[src/rtl/ringbuf_l1a_reader_pkg.sv]
// Shared constants, FSM encoding and output word type for the ring-buffer L1A reader.
// Latency: n/a (declarations only).
// Backpressure: n/a (declarations only).
package ringbuf_l1a_reader_pkg;

  localparam int NCHAN  = 16;
  localparam int SAMP_W = 12;
  localparam logic [3:0] HDR_TAG = 4'hA;

  typedef enum logic [1:0] {
    ST_IDLE = 2'd0,
    ST_HDR  = 2'd1,
    ST_READ = 2'd2
  } state_t;

  // One word headed for the packer, tagged with its end-of-event marker
  typedef struct packed {
    logic              last;
    logic [SAMP_W-1:0] dat;
  } word_t;

  // Header word layout: tag nibble above the low byte of the trigger count
  function automatic logic [SAMP_W-1:0] hdr_word(input logic [7:0] cnt);
    return {HDR_TAG, cnt};
  endfunction

endpackage

[src/rtl/ringbuf_l1a_addr_fifo.sv]
// Synchronous FIFO of pending L1A entries (start address, optionally trigger count).
// Latency: pushed entry visible at head_dat the cycle after push.
// Backpressure: push ignored while full, pop ignored while empty; caller watches flags.
module l1a_addr_fifo
  import ringbuf_l1a_reader_pkg::*;
#(
  parameter int W     = 10,
  parameter int DEPTH = 4
) (
  input  logic         clk,
  input  logic         rst_n,
  input  logic         push,
  input  logic [W-1:0] push_dat,
  input  logic         pop,
  output logic [W-1:0] head_dat,
  output logic         full,
  output logic         empty
);

  localparam int PW = $clog2(DEPTH);

  logic [W-1:0]  mem_q [DEPTH];
  logic [PW-1:0] wr_ptr_q, wr_ptr_d;
  logic [PW-1:0] rd_ptr_q, rd_ptr_d;
  logic [PW:0]   cnt_q, cnt_d;
  logic          do_push, do_pop;

  assign full     = (cnt_q == (PW+1)'(DEPTH));
  assign empty    = (cnt_q == '0);
  assign head_dat = mem_q[rd_ptr_q];

  // Pointer and occupancy update; simultaneous push and pop leaves the count unchanged
  always_comb begin
    do_push  = push && !full;
    do_pop   = pop && !empty;
    wr_ptr_d = wr_ptr_q + PW'(do_push);
    rd_ptr_d = rd_ptr_q + PW'(do_pop);
    cnt_d    = cnt_q + (PW+1)'(do_push) - (PW+1)'(do_pop);
  end

  // Storage array needs no reset: entries are only read once counted in
  always_ff @(posedge clk) begin
    if (do_push) mem_q[wr_ptr_q] <= push_dat;
  end

  // Control state registers
  always_ff @(posedge clk or negedge rst_n) begin
    if (!rst_n) begin
      wr_ptr_q <= '0;
      rd_ptr_q <= '0;
      cnt_q    <= '0;
    end else begin
      wr_ptr_q <= wr_ptr_d;
      rd_ptr_q <= rd_ptr_d;
      cnt_q    <= cnt_d;
    end
  end

endmodule

[src/rtl/ringbuf_l1a_reader.sv]
// Ring-buffer read side: per L1A, stream NSAMP*16 words from RAM port B to the packer.
// Latency: L1A to first DOUT_VLD is 3 cycles from idle (2 to the header word with RINGBUF_L1A_HDR_EN).
// Backpressure: DOUT_RDY low holds DOUT/DOUT_VLD/DOUT_LAST; RAM reads pause so the 2-entry skid never overflows.
module ringbuf_l1a_reader
  import ringbuf_l1a_reader_pkg::*;
#(
  parameter int AW        = 10,
  parameter int NSAMP     = 8,
  parameter int L1A_DEPTH = 4
) (
  input  logic              CLK,
  input  logic              RST_B,
  input  logic              L1A,
  input  logic [AW-1:0]     WR_ADDR,
  input  logic [AW-5:0]     L1A_OFST,
  output logic              RD_EN,
  output logic [AW-1:0]     RD_ADDR,
  input  logic [SAMP_W-1:0] RD_DATA,
  output logic [SAMP_W-1:0] DOUT,
  output logic              DOUT_VLD,
  output logic              DOUT_LAST,
  input  logic              DOUT_RDY,
  output logic              BUSY,
  output logic              L1A_OVFL
);

  localparam int NWORDS = NSAMP * NCHAN;
  localparam int CW     = $clog2(NWORDS);
`ifdef RINGBUF_L1A_HDR_EN
  localparam int QW = AW + 8;
`else
  localparam int QW = AW;
`endif

  state_t        state_q, state_d;
  logic [AW-1:0] addr_q, addr_d;
  logic [CW-1:0] cnt_q, cnt_d;
  logic          rd_vld_q, rd_vld_d;
  logic          rd_last_q, rd_last_d;
  word_t         out_q, out_d;
  word_t         sk_q, sk_d;
  logic          out_vld_q, out_vld_d;
  logic          sk_vld_q, sk_vld_d;
  logic          ovfl_q, ovfl_d;

  logic [AW-1:0] cap_start;
  logic [QW-1:0] q_push_dat, q_head;
  logic          q_push, q_pop, q_full, q_empty;
  logic          pop_out, room, rd_en, last_rd, wr_vld;
  logic [2:0]    occ_after;
  word_t         wr_word;

`ifdef RINGBUF_L1A_HDR_EN
  logic [7:0] l1a_cnt_q, l1a_cnt_d;
  logic [7:0] hdr_cnt_q, hdr_cnt_d;
  logic       hdr_wr;
`endif

  // Window start: trigger latency is counted in whole sample times (16 words each)
  assign cap_start = WR_ADDR - {L1A_OFST, 4'h0};
  assign q_push    = L1A && !q_full;
`ifdef RINGBUF_L1A_HDR_EN
  assign q_push_dat = {l1a_cnt_q, cap_start};
`else
  assign q_push_dat = cap_start;
`endif

  // The event being read keeps its queue slot until its last read issues
  l1a_addr_fifo #(
    .W     (QW),
    .DEPTH (L1A_DEPTH)
  ) u_l1a_fifo (
    .clk      (CLK),
    .rst_n    (RST_B),
    .push     (q_push),
    .push_dat (q_push_dat),
    .pop      (q_pop),
    .head_dat (q_head),
    .full     (q_full),
    .empty    (q_empty)
  );

  // Skid room: occupancy next cycle must leave a slot for a read issued now
  always_comb begin
    pop_out   = out_vld_q && DOUT_RDY;
    occ_after = 3'(out_vld_q) + 3'(sk_vld_q) + 3'(rd_vld_q) - 3'(pop_out);
    room      = (occ_after < 3'd2);
    rd_en     = (state_q == ST_READ) && room;
    last_rd   = (cnt_q == CW'(NWORDS - 1));
  end

  // Event sequencing: pick up a queued start, optionally emit header, then issue the reads
  always_comb begin
    state_d   = state_q;
    addr_d    = addr_q;
    cnt_d     = cnt_q;
    q_pop     = 1'b0;
    rd_vld_d  = rd_en;
    rd_last_d = rd_en && last_rd;
`ifdef RINGBUF_L1A_HDR_EN
    hdr_cnt_d = hdr_cnt_q;
    hdr_wr    = 1'b0;
`endif
    case (state_q)
      ST_IDLE: begin
        if (!q_empty) begin
          addr_d = q_head[AW-1:0];
          cnt_d  = '0;
`ifdef RINGBUF_L1A_HDR_EN
          hdr_cnt_d = q_head[QW-1:AW];
          state_d   = ST_HDR;
`else
          state_d = ST_READ;
`endif
        end
      end
`ifdef RINGBUF_L1A_HDR_EN
      ST_HDR: begin
        if (room) begin
          hdr_wr  = 1'b1;
          state_d = ST_READ;
        end
      end
`endif
      ST_READ: begin
        if (rd_en) begin
          addr_d = addr_q + AW'(1);
          cnt_d  = cnt_q + CW'(1);
          if (last_rd) begin
            q_pop   = 1'b1;
            state_d = ST_IDLE;
          end
        end
      end
      default: state_d = ST_IDLE;
    endcase
  end

  // Word entering the skid: RAM data, or the header (never on the same cycle as data)
  always_comb begin
    wr_word.last = rd_last_q;
    wr_word.dat  = RD_DATA;
    wr_vld       = rd_vld_q;
`ifdef RINGBUF_L1A_HDR_EN
    if (hdr_wr) begin
      wr_word.last = 1'b0;
      wr_word.dat  = hdr_word(hdr_cnt_q);
      wr_vld       = 1'b1;
    end
`endif
  end

  // Two-entry skid: out_q drives the port, sk_q catches the word that lands during a stall
  always_comb begin
    out_d     = out_q;
    out_vld_d = out_vld_q;
    sk_d      = sk_q;
    sk_vld_d  = sk_vld_q;
    if (!out_vld_q || pop_out) begin
      if (sk_vld_q) begin
        out_d     = sk_q;
        out_vld_d = 1'b1;
        sk_vld_d  = wr_vld;
        if (wr_vld) sk_d = wr_word;
      end else begin
        out_vld_d = wr_vld;
        if (wr_vld) out_d = wr_word;
      end
    end else if (wr_vld) begin
      sk_d     = wr_word;
      sk_vld_d = 1'b1;
    end
  end

  // Dropped L1As are remembered until reset; the trigger count advances regardless
  always_comb begin
    ovfl_d = ovfl_q || (L1A && q_full);
`ifdef RINGBUF_L1A_HDR_EN
    l1a_cnt_d = l1a_cnt_q + 8'(L1A);
`endif
  end

  // State registers; reset aborts any event in progress immediately
  always_ff @(posedge CLK or negedge RST_B) begin
    if (!RST_B) begin
      state_q   <= ST_IDLE;
      addr_q    <= '0;
      cnt_q     <= '0;
      rd_vld_q  <= 1'b0;
      rd_last_q <= 1'b0;
      out_q     <= '0;
      sk_q      <= '0;
      out_vld_q <= 1'b0;
      sk_vld_q  <= 1'b0;
      ovfl_q    <= 1'b0;
`ifdef RINGBUF_L1A_HDR_EN
      l1a_cnt_q <= '0;
      hdr_cnt_q <= '0;
`endif
    end else begin
      state_q   <= state_d;
      addr_q    <= addr_d;
      cnt_q     <= cnt_d;
      rd_vld_q  <= rd_vld_d;
      rd_last_q <= rd_last_d;
      out_q     <= out_d;
      sk_q      <= sk_d;
      out_vld_q <= out_vld_d;
      sk_vld_q  <= sk_vld_d;
      ovfl_q    <= ovfl_d;
`ifdef RINGBUF_L1A_HDR_EN
      l1a_cnt_q <= l1a_cnt_d;
      hdr_cnt_q <= hdr_cnt_d;
`endif
    end
  end

  // A read in flight with an empty skid still counts as busy
  assign RD_EN     = rd_en;
  assign RD_ADDR   = addr_q;
  assign DOUT      = out_q.dat;
  assign DOUT_VLD  = out_vld_q;
  assign DOUT_LAST = out_vld_q && out_q.last;
  assign BUSY      = !q_empty || (state_q != ST_IDLE) || out_vld_q || sk_vld_q || rd_vld_q;
  assign L1A_OVFL  = ovfl_q;

endmodule
[config.mk]
export PLATFORM = sky130hd
export DESIGN_NAME = ringbuf_l1a_reader
export DESIGN_NICKNAME = d
export VERILOG_FILES = /design/src/rtl/ringbuf_l1a_reader_pkg.sv /design/src/rtl/ringbuf_l1a_addr_fifo.sv /design/src/rtl/ringbuf_l1a_reader.sv
export SDC_FILE = /design/constraint.sdc
export NUM_CORES = 1
export LEC_CHECK = 0
export CORE_ASPECT_RATIO = 1.4
export CORE_MARGIN = 2
export CORE_UTILIZATION = 59
export CTS_CLUSTER_SIZE = 20
export DETAILED_ROUTE_END_ITERATION = 10
export GPL_ROUTABILITY_DRIVEN = 0
export GPL_TIMING_DRIVEN = 0
export PLACE_DENSITY = 0.85
export SETUP_SLACK_MARGIN = 0.3
export SYNTH_ARGS = -nofsm -noshare
export SYNTH_HDL_FRONTEND = slang
export SYNTH_SLANG_ARGS = --single-unit
[constraint.sdc]
create_clock -name CLK -period 5.15 [get_ports CLK]
set_input_delay 0.515 -clock CLK [delete_from_list [all_inputs] [get_ports CLK]]
set_output_delay 0.515 -clock CLK [all_outputs]
set_load 0.005 [all_outputs]
==> results.md, run 1 <==
* Largest cells by area after synthesis: dfrtp_1, edfxtp_1, mux4_2, mux2_2, mux2i_1
* CTS Buffer Depth at 2
* Critical Path RT at 4.64 ns
* Worst setup startpoint: DOUT_RDY
* Unique masters post-synth at 50
* Clock-pin slew on the worst setup and hold paths at approximately 0.09 ns
* Share of the synthesized area in the top cell type at 31.0%
* Area growth, synth to finish at 20.4%
* Crit path largest cell delay at 0.62 ns
* Clk_skew at 0.0110 ns
* Commonest non-fill, non-tap cell in the layout: clkdlybuf4s50_1
* Unrepaired setup endpoints after global routing: no
* CORE AREA at 7410 um2
* Startpoint Class: input port
* Setup TNS at 0 ns
* Final antenna-violating net count at 0
* Buf+Inv Stages, Crit Path at 4
* Grt ovf at 0
* Number of global-route vias before repair at 3074
* Post-route minimum period at around 3.9 ns
* Final Hold Fails at 0
* FF+latch count, synth at 96
* DPL Wire Length at between 6000 and 7000 um
* Critical path's slowest cell: mux2i_1
* Post-CTS Setup Inserts at 0
* Hold Crit Class: in -> async
* NumNets Final at 470
* IO buf count at 58
* First-pass GRT wire length at approximately 14000 um
* Most frequent cells in the layout: clkdlybuf4s50_1, dfrtp_1, edfxtp_1
* Tightest Pin Transition at 0.887 ns
* Crit share post-route at 76.0%
* Initial Utilization at 61.1%
* CTS Buf Count at 9
* Root buffer cell: clkbuf_8
* Critical path's top delay family: buffers and inverters
* Cell count after placement at 511
* Worst skew pair latency at roughly 0.36 ns
* CP arrival at roughly 3.4 ns
* Leak at 0.00221 uW
* Maximum vdd drop at 0.290 mV
* TritonRoute pass-1 iters at 4
* Ys flop type: dfrtp_1
* Cells after Synth at 355
* H-tree depth at 3
* I/O Pins at 59
* CTS resizes at 0
* Pwr Density at slightly below 600 nW/um2
* Initial antenna violation count at 0
* Max-Cap Viols at 0
* CP Cell Sequence: clkdlybuf4s50_1, and2_1, ha_1, inv_1, ha_1, a21oi_4, mux2i_1, buf_4, clkdlybuf4s50_1
* EDFF count, synth at 40
* DRC errors left at 0
* Die ar. at 8400 um2
* Layout Cells excl Fill at ~530
* Yosys warning count at 0
* Netlist Area Pre-Place at 4520 um2
* Final setup violation count at 0
* CP endpoint kind: output pin
* Final wirelength at approximately 8600 um
* Cts-stage hold buffer count at 0
* GR Util All Layers at around 22%
* Max Slew Vio Count at 0
* Critical R2R Launch: DOUT_VLD$_DFFE_PN0N_
* Initial DRC Count at 287
* DIE HEIGHT at 108 um
* Power Total at 3220 uW
* Post-Syn Area per Cell at approximately 13 um2
* Syn nets at 400
* Largest net degree at the start of global routing at 42
* Std-Cell Rows at 37
* Vias at 3021
* Final Core Density at 73.5%
* Antenna cells at 0
* Chip width at 78.0 um
* CTS tree: yes
* CP Class: in -> out
* Worst-path fanout max at 11
* Worst rel slew slack at 40.6%
* Routed wire per std cell at 16.4 um
* Share of cells above drive strength 1 at 16.5%
* Achievable frequency at 0.256 GHz
* Cell accounting for the most synthesized area: dfrtp_1
* Routed vias/inst at 5.73
* # fillers at 513
* Clk sinks at 96
* Register area share after synthesis at around 58%
* Async SR Flop Fraction at 58.3%
* Outcome: finished, final reports clean
sequential cells by signal, summed over array words and instances (netlist names):
register and count:
u_l1a_fifo.mem_q 40, rd_vld_q 1, L1A_OVFL 1, u_l1a_fifo.cnt_q 3, out_q 1, DOUT_VLD 1
cnt_q 7, u_l1a_fifo.rd_ptr_q 2, rd_last_q 1, RD_ADDR 10, state_q 1, DOUT 12
sk_vld_q 1, sk_q 13, u_l1a_fifo.wr_ptr_q 2
power by group:
part / internal (uW) / leakage [uW] / switching (uW) / total, uW
Sequential: 1090 / 0.00101 / 202 / 1300
Combinational: 759 / 0.00110 / 681 / 1440
Clock: 225 / 0.000101 / 258 / 484
Total: 2080 / 0.00221 / 1140 / 3220
area by class of cell:
type / count / area, um2 / area share (%)
Buffer: 23 / 145 / 2.67
Clock buffer: 9 / 124 / 2.27
Clock inverter: 7 / 70.1 / 1.29
Inverter: 17 / 63.8 / 1.17
Multi-Input combinational cell: 219 / 1720 / 31.6
Sequential cell: 96 / 2600 / 47.8
Tap cell: 97 / 121 / 2.23
Timing Repair Buffer: 59 / 596 / 10.9
metrics by stage:
step                area, um2  worst slack [ns]  hold slack, ns
finish                   5450              1.24          0.0597
global route             5450              1.14          0.0691
floorplan                4520              1.94           0.219
global placement         5230              1.10           0.450
detailed placement       5250              1.06           0.456
CTS                      5450              1.24          0.0572
cells in the mapped netlist (9+ instances only):
master	number
nand2_1	23
ha_1	11
edfxtp_1	40
xnor2_1	9
inv_1	17
a21oi_1	21
mux2_2	17
mux4_2	10
dfrtp_1	56
buf_4	14
mux2i_1	19
nor2_1	32
routing by layer:
metal	GRT usage (%)	vias to the layer above	part of all wire, %	wire length, um
met5	0	-	0	0
met4	13.0	0	2.8	245
met2	39.7	106	53	4560
met3	4.03	17	4.7	407
li1	-	1420	-	-
met1	25.4	1478	40	3420
cell families (layout without fill, tap and decap cells):
kind of cell    Yosys count  after routing  share of synthesized area, %
compound gates           50             50                          7.30
xor+xnor                 12             12                          2.49
fa+ha+maj                13             13                          3.93
buf+inv                  40            115                          4.62
flops                    96             96                          57.5
mux                      46             46                          13.4
simple gates             98             98                          10.7
final timing paths:
check                      depth (start not counted)                             to  slack, ns
min                                                1            sk_q[0]$_DFFE_PN0P_       0.06
max                                                9                          RD_EN       1.24
max in group asynchronous                          2         RD_ADDR[1]$_DFFE_PN0P_       4.54
min reg2reg                                        1             L1A_OVFL$_DFF_PN0_       0.47
max reg2reg                                       12  u_l1a_fifo.cnt_q[1]$_DFF_PN0_       1.47
min in group CLK                                   1             L1A_OVFL$_DFF_PN0_       0.47
Power figures use the tool's default switching activity.
==> inputs of run 2 (changes only) <==
--- a/config.mk
+++ b/config.mk
@@ -7,12 +7,12 @@
 export LEC_CHECK = 0
 export CORE_ASPECT_RATIO = 1.4
 export CORE_MARGIN = 2
-export CORE_UTILIZATION = 59
+export CORE_UTILIZATION = 55
 export CTS_CLUSTER_SIZE = 20
 export DETAILED_ROUTE_END_ITERATION = 10
 export GPL_ROUTABILITY_DRIVEN = 0
 export GPL_TIMING_DRIVEN = 0
-export PLACE_DENSITY = 0.85
+export PLACE_DENSITY = 0.8
 export SETUP_SLACK_MARGIN = 0.3
 export SYNTH_ARGS = -nofsm -noshare
 export SYNTH_HDL_FRONTEND = slang
==> constraint.sdc (replaced) <==
create_clock -name CLK -period 4 [get_ports CLK]
set_input_delay 0.4 -clock CLK [delete_from_list [all_inputs] [get_ports CLK]]
set_output_delay 0.4 -clock CLK [all_outputs]
set_load 0.005 [all_outputs]
==> results.md, run 2 (same netlist as run 1, synthesis figures left out) <==
* Outcome: finished, final reports clean
* Antenna cells at 0 (unchanged)
* Die ar. at 8980 um2 (+6.9%)
* CTS Buf Count at 9 (unchanged)
* I/O Pins at 59 (unchanged)
* Final instance area at 5580 um2 (+2.5%)
* Setup TNS at 0 ns (unchanged)
* H-tree depth at 3 (unchanged)
* CP endpoint kind: output pin
* Largest Register: u_l1a_fifo.mem_q
* Final Hold Fails at 0 (unchanged)
* Pwr Density at 798 nW/um2 (+35%)
* Fin Hold WS at 0.0495 ns (-0.0102 ns)
* DRC errors left at 0 (unchanged)
* Std-Cell Rows at 39 (+5.4%)
* Hold Crit Class: in -> async
* Tightest Pin Transition at 0.953 ns (+0.0657 ns)
* Clk sinks at 96 (unchanged)
* Commonest non-fill, non-tap cell in the layout: clkdlybuf4s50_1
* Post-route minimum period at 3.49 ns
* Achievable frequency at 0.286 GHz
* CTS tree: yes
* Root buffer cell: clkbuf_16
* Startpoint Class: input port
* Chip width at 80.7 um (+3.4%)
* Most frequent cells in the layout: clkdlybuf4s50_1, dfrtp_1, edfxtp_1
* Number of global-route vias before repair at 3052 (-0.72%)
* Clock-pin slew on the worst setup and hold paths at 0.06 ns (-0.03 ns)
* First-pass GRT wire length at 14500 um (+0.72%)
* Max reg flops at 40 (unchanged)
* Max-Cap Viols at 0 (unchanged)
* Crit share post-route at about 87%
* Grt ovf at 0 (unchanged)
* CTS Buffer Depth at 2 (unchanged)
* DPL Wire Length at 6480 um (+2.7%)
* Unrepaired setup endpoints after global routing: no
* CORE AREA at 8050 um2 (+8.7%)
* Critical R2R Launch: DOUT_VLD$_DFFE_PN0N_
* Initial antenna violation count at 0 (unchanged)
* Worst skew pair latency at 0.35 ns (about the same)
* IO buf count at 58 (unchanged)
* Routed wire per std cell at 16.7 um (+2.1%)
* Place WS at 0.117 ns (-0.948 ns)
* Placement Cell Area at 5260 um2 (+0.12%)
* Share of cells above drive strength 1 at 16.7% (+0.23 points)
* # fillers at 579 (+13%)
* Vias at 2983 (-1.3%)
* Max Slew Vio Count at 0 (unchanged)
* Initial Utilization at 56.2% (-4.9 points)
* Routed vias/inst at 5.61 (-2.2%)
* Final setup margin at 0.507 ns (-0.729 ns)
* Critical Path RT at 3.60 ns (-1.04 ns)
* Leak at 0.00227 uW (+2.3%)
* Area growth, synth to finish at 23.4%
* Worst-path fanout max at 11 (unchanged)
* Largest net degree at the start of global routing at 35 (-17%)
* Worst rel slew slack at 36.2% (-4.4 points)
* Worst setup startpoint: DOUT_RDY
* Final setup violation count at 0 (unchanged)
* Final wirelength at 8890 um (+3.0%)
* NumNets Final at 470 (unchanged)
* Initial DRC Count at 166 (-42%)
* GR Util All Layers at 21.4% (-1.1 points)
* CP Class: in -> out
* Maximum vdd drop at 0.400 mV (+38%)
* CP arrival at 3.09 ns (-0.31 ns)
* Final antenna-violating net count at 0 (unchanged)
* Clk_skew at 0.00893 ns (-0.00208 ns)
* DIE HEIGHT at 111 um (+3.4%)
* Power Total at 4450 uW (+38%)
* TritonRoute pass-1 iters at 6 (+2)
[run 2: critical path, stage by stage]
cell and delay [ns]:
clkdlybuf4s50_1 0.43, and2_1 0.15, ha_1 0.26, inv_1 0.04, ha_1 0.31, a21oi_4 0.26
mux2i_2 0.45, buf_4 0.27, clkdlybuf4s50_1 0.52
[run 2: cell type report]
class | instances | area (um2) | share of cell area [%]
flip-flops and latches | 96 | 2600 | 46.6
multi-input cells | 219 | 1730 | 30.9
inverters | 17 | 63.8 | 1.14
clock buffers | 10 | 229 | 4.10
well taps | 102 | 128 | 2.29
clock inverters | 6 | 91.3 | 1.64
plain buffers | 23 | 145 | 2.60
repair buffers | 59 | 596 | 10.7
[run 2: repair_timing]
item,4_1_cts,5_1_grt
resized for setup,0,1
hold buffers,0,0
setup buffers,0,0
endpoints found under the hold margin,0,0
endpoints found under the setup margin,0,3
[run 2: final timing paths]
path	endpoint	slack (ns)	cells after the start
worst max-delay path	RD_EN	0.51	9
worst min-delay path	cnt_q[2]$_DFFE_PN0P_	0.05	1
worst max register to register	u_l1a_fifo.cnt_q[2]$_DFF_PN0_	0.54	13
worst min register to register	L1A_OVFL$_DFF_PN0_	0.46	1
max in group asynchronous	sk_q[8]$_DFFE_PN0P_	3.38	2
min in group CLK	L1A_OVFL$_DFF_PN0_	0.46	1
[run 2: where the power goes]
part	switching, uW	internal, uW	leakage, uW
clock	357	551	0.000154
combinational	887	985	0.00110
sequential	261	1410	0.00101
[run 2: per-stage QoR]
step,utilization (%),std cells
5_1_grt,69.3,532
2_1_floorplan,-,355
3_3_place_gp,65.0,515
6_report,69.3,532
4_1_cts,69.3,532
3_5_place_dp,65.3,516
[run 2: per-layer routing]
| layer | global-route usage, % | vias to the layer above | part of all wire (%) |
|---|---|---|---|
| li1 | - | 1427 | - |
| met1 | 23.6 | 1448 | 38 |
| met2 | 39.1 | 90 | 55 |
| met3 | 4.07 | 18 | 4.9 |
| met4 | 9.38 | 0 | 2.6 |
| met5 | 0 | - | 0 |
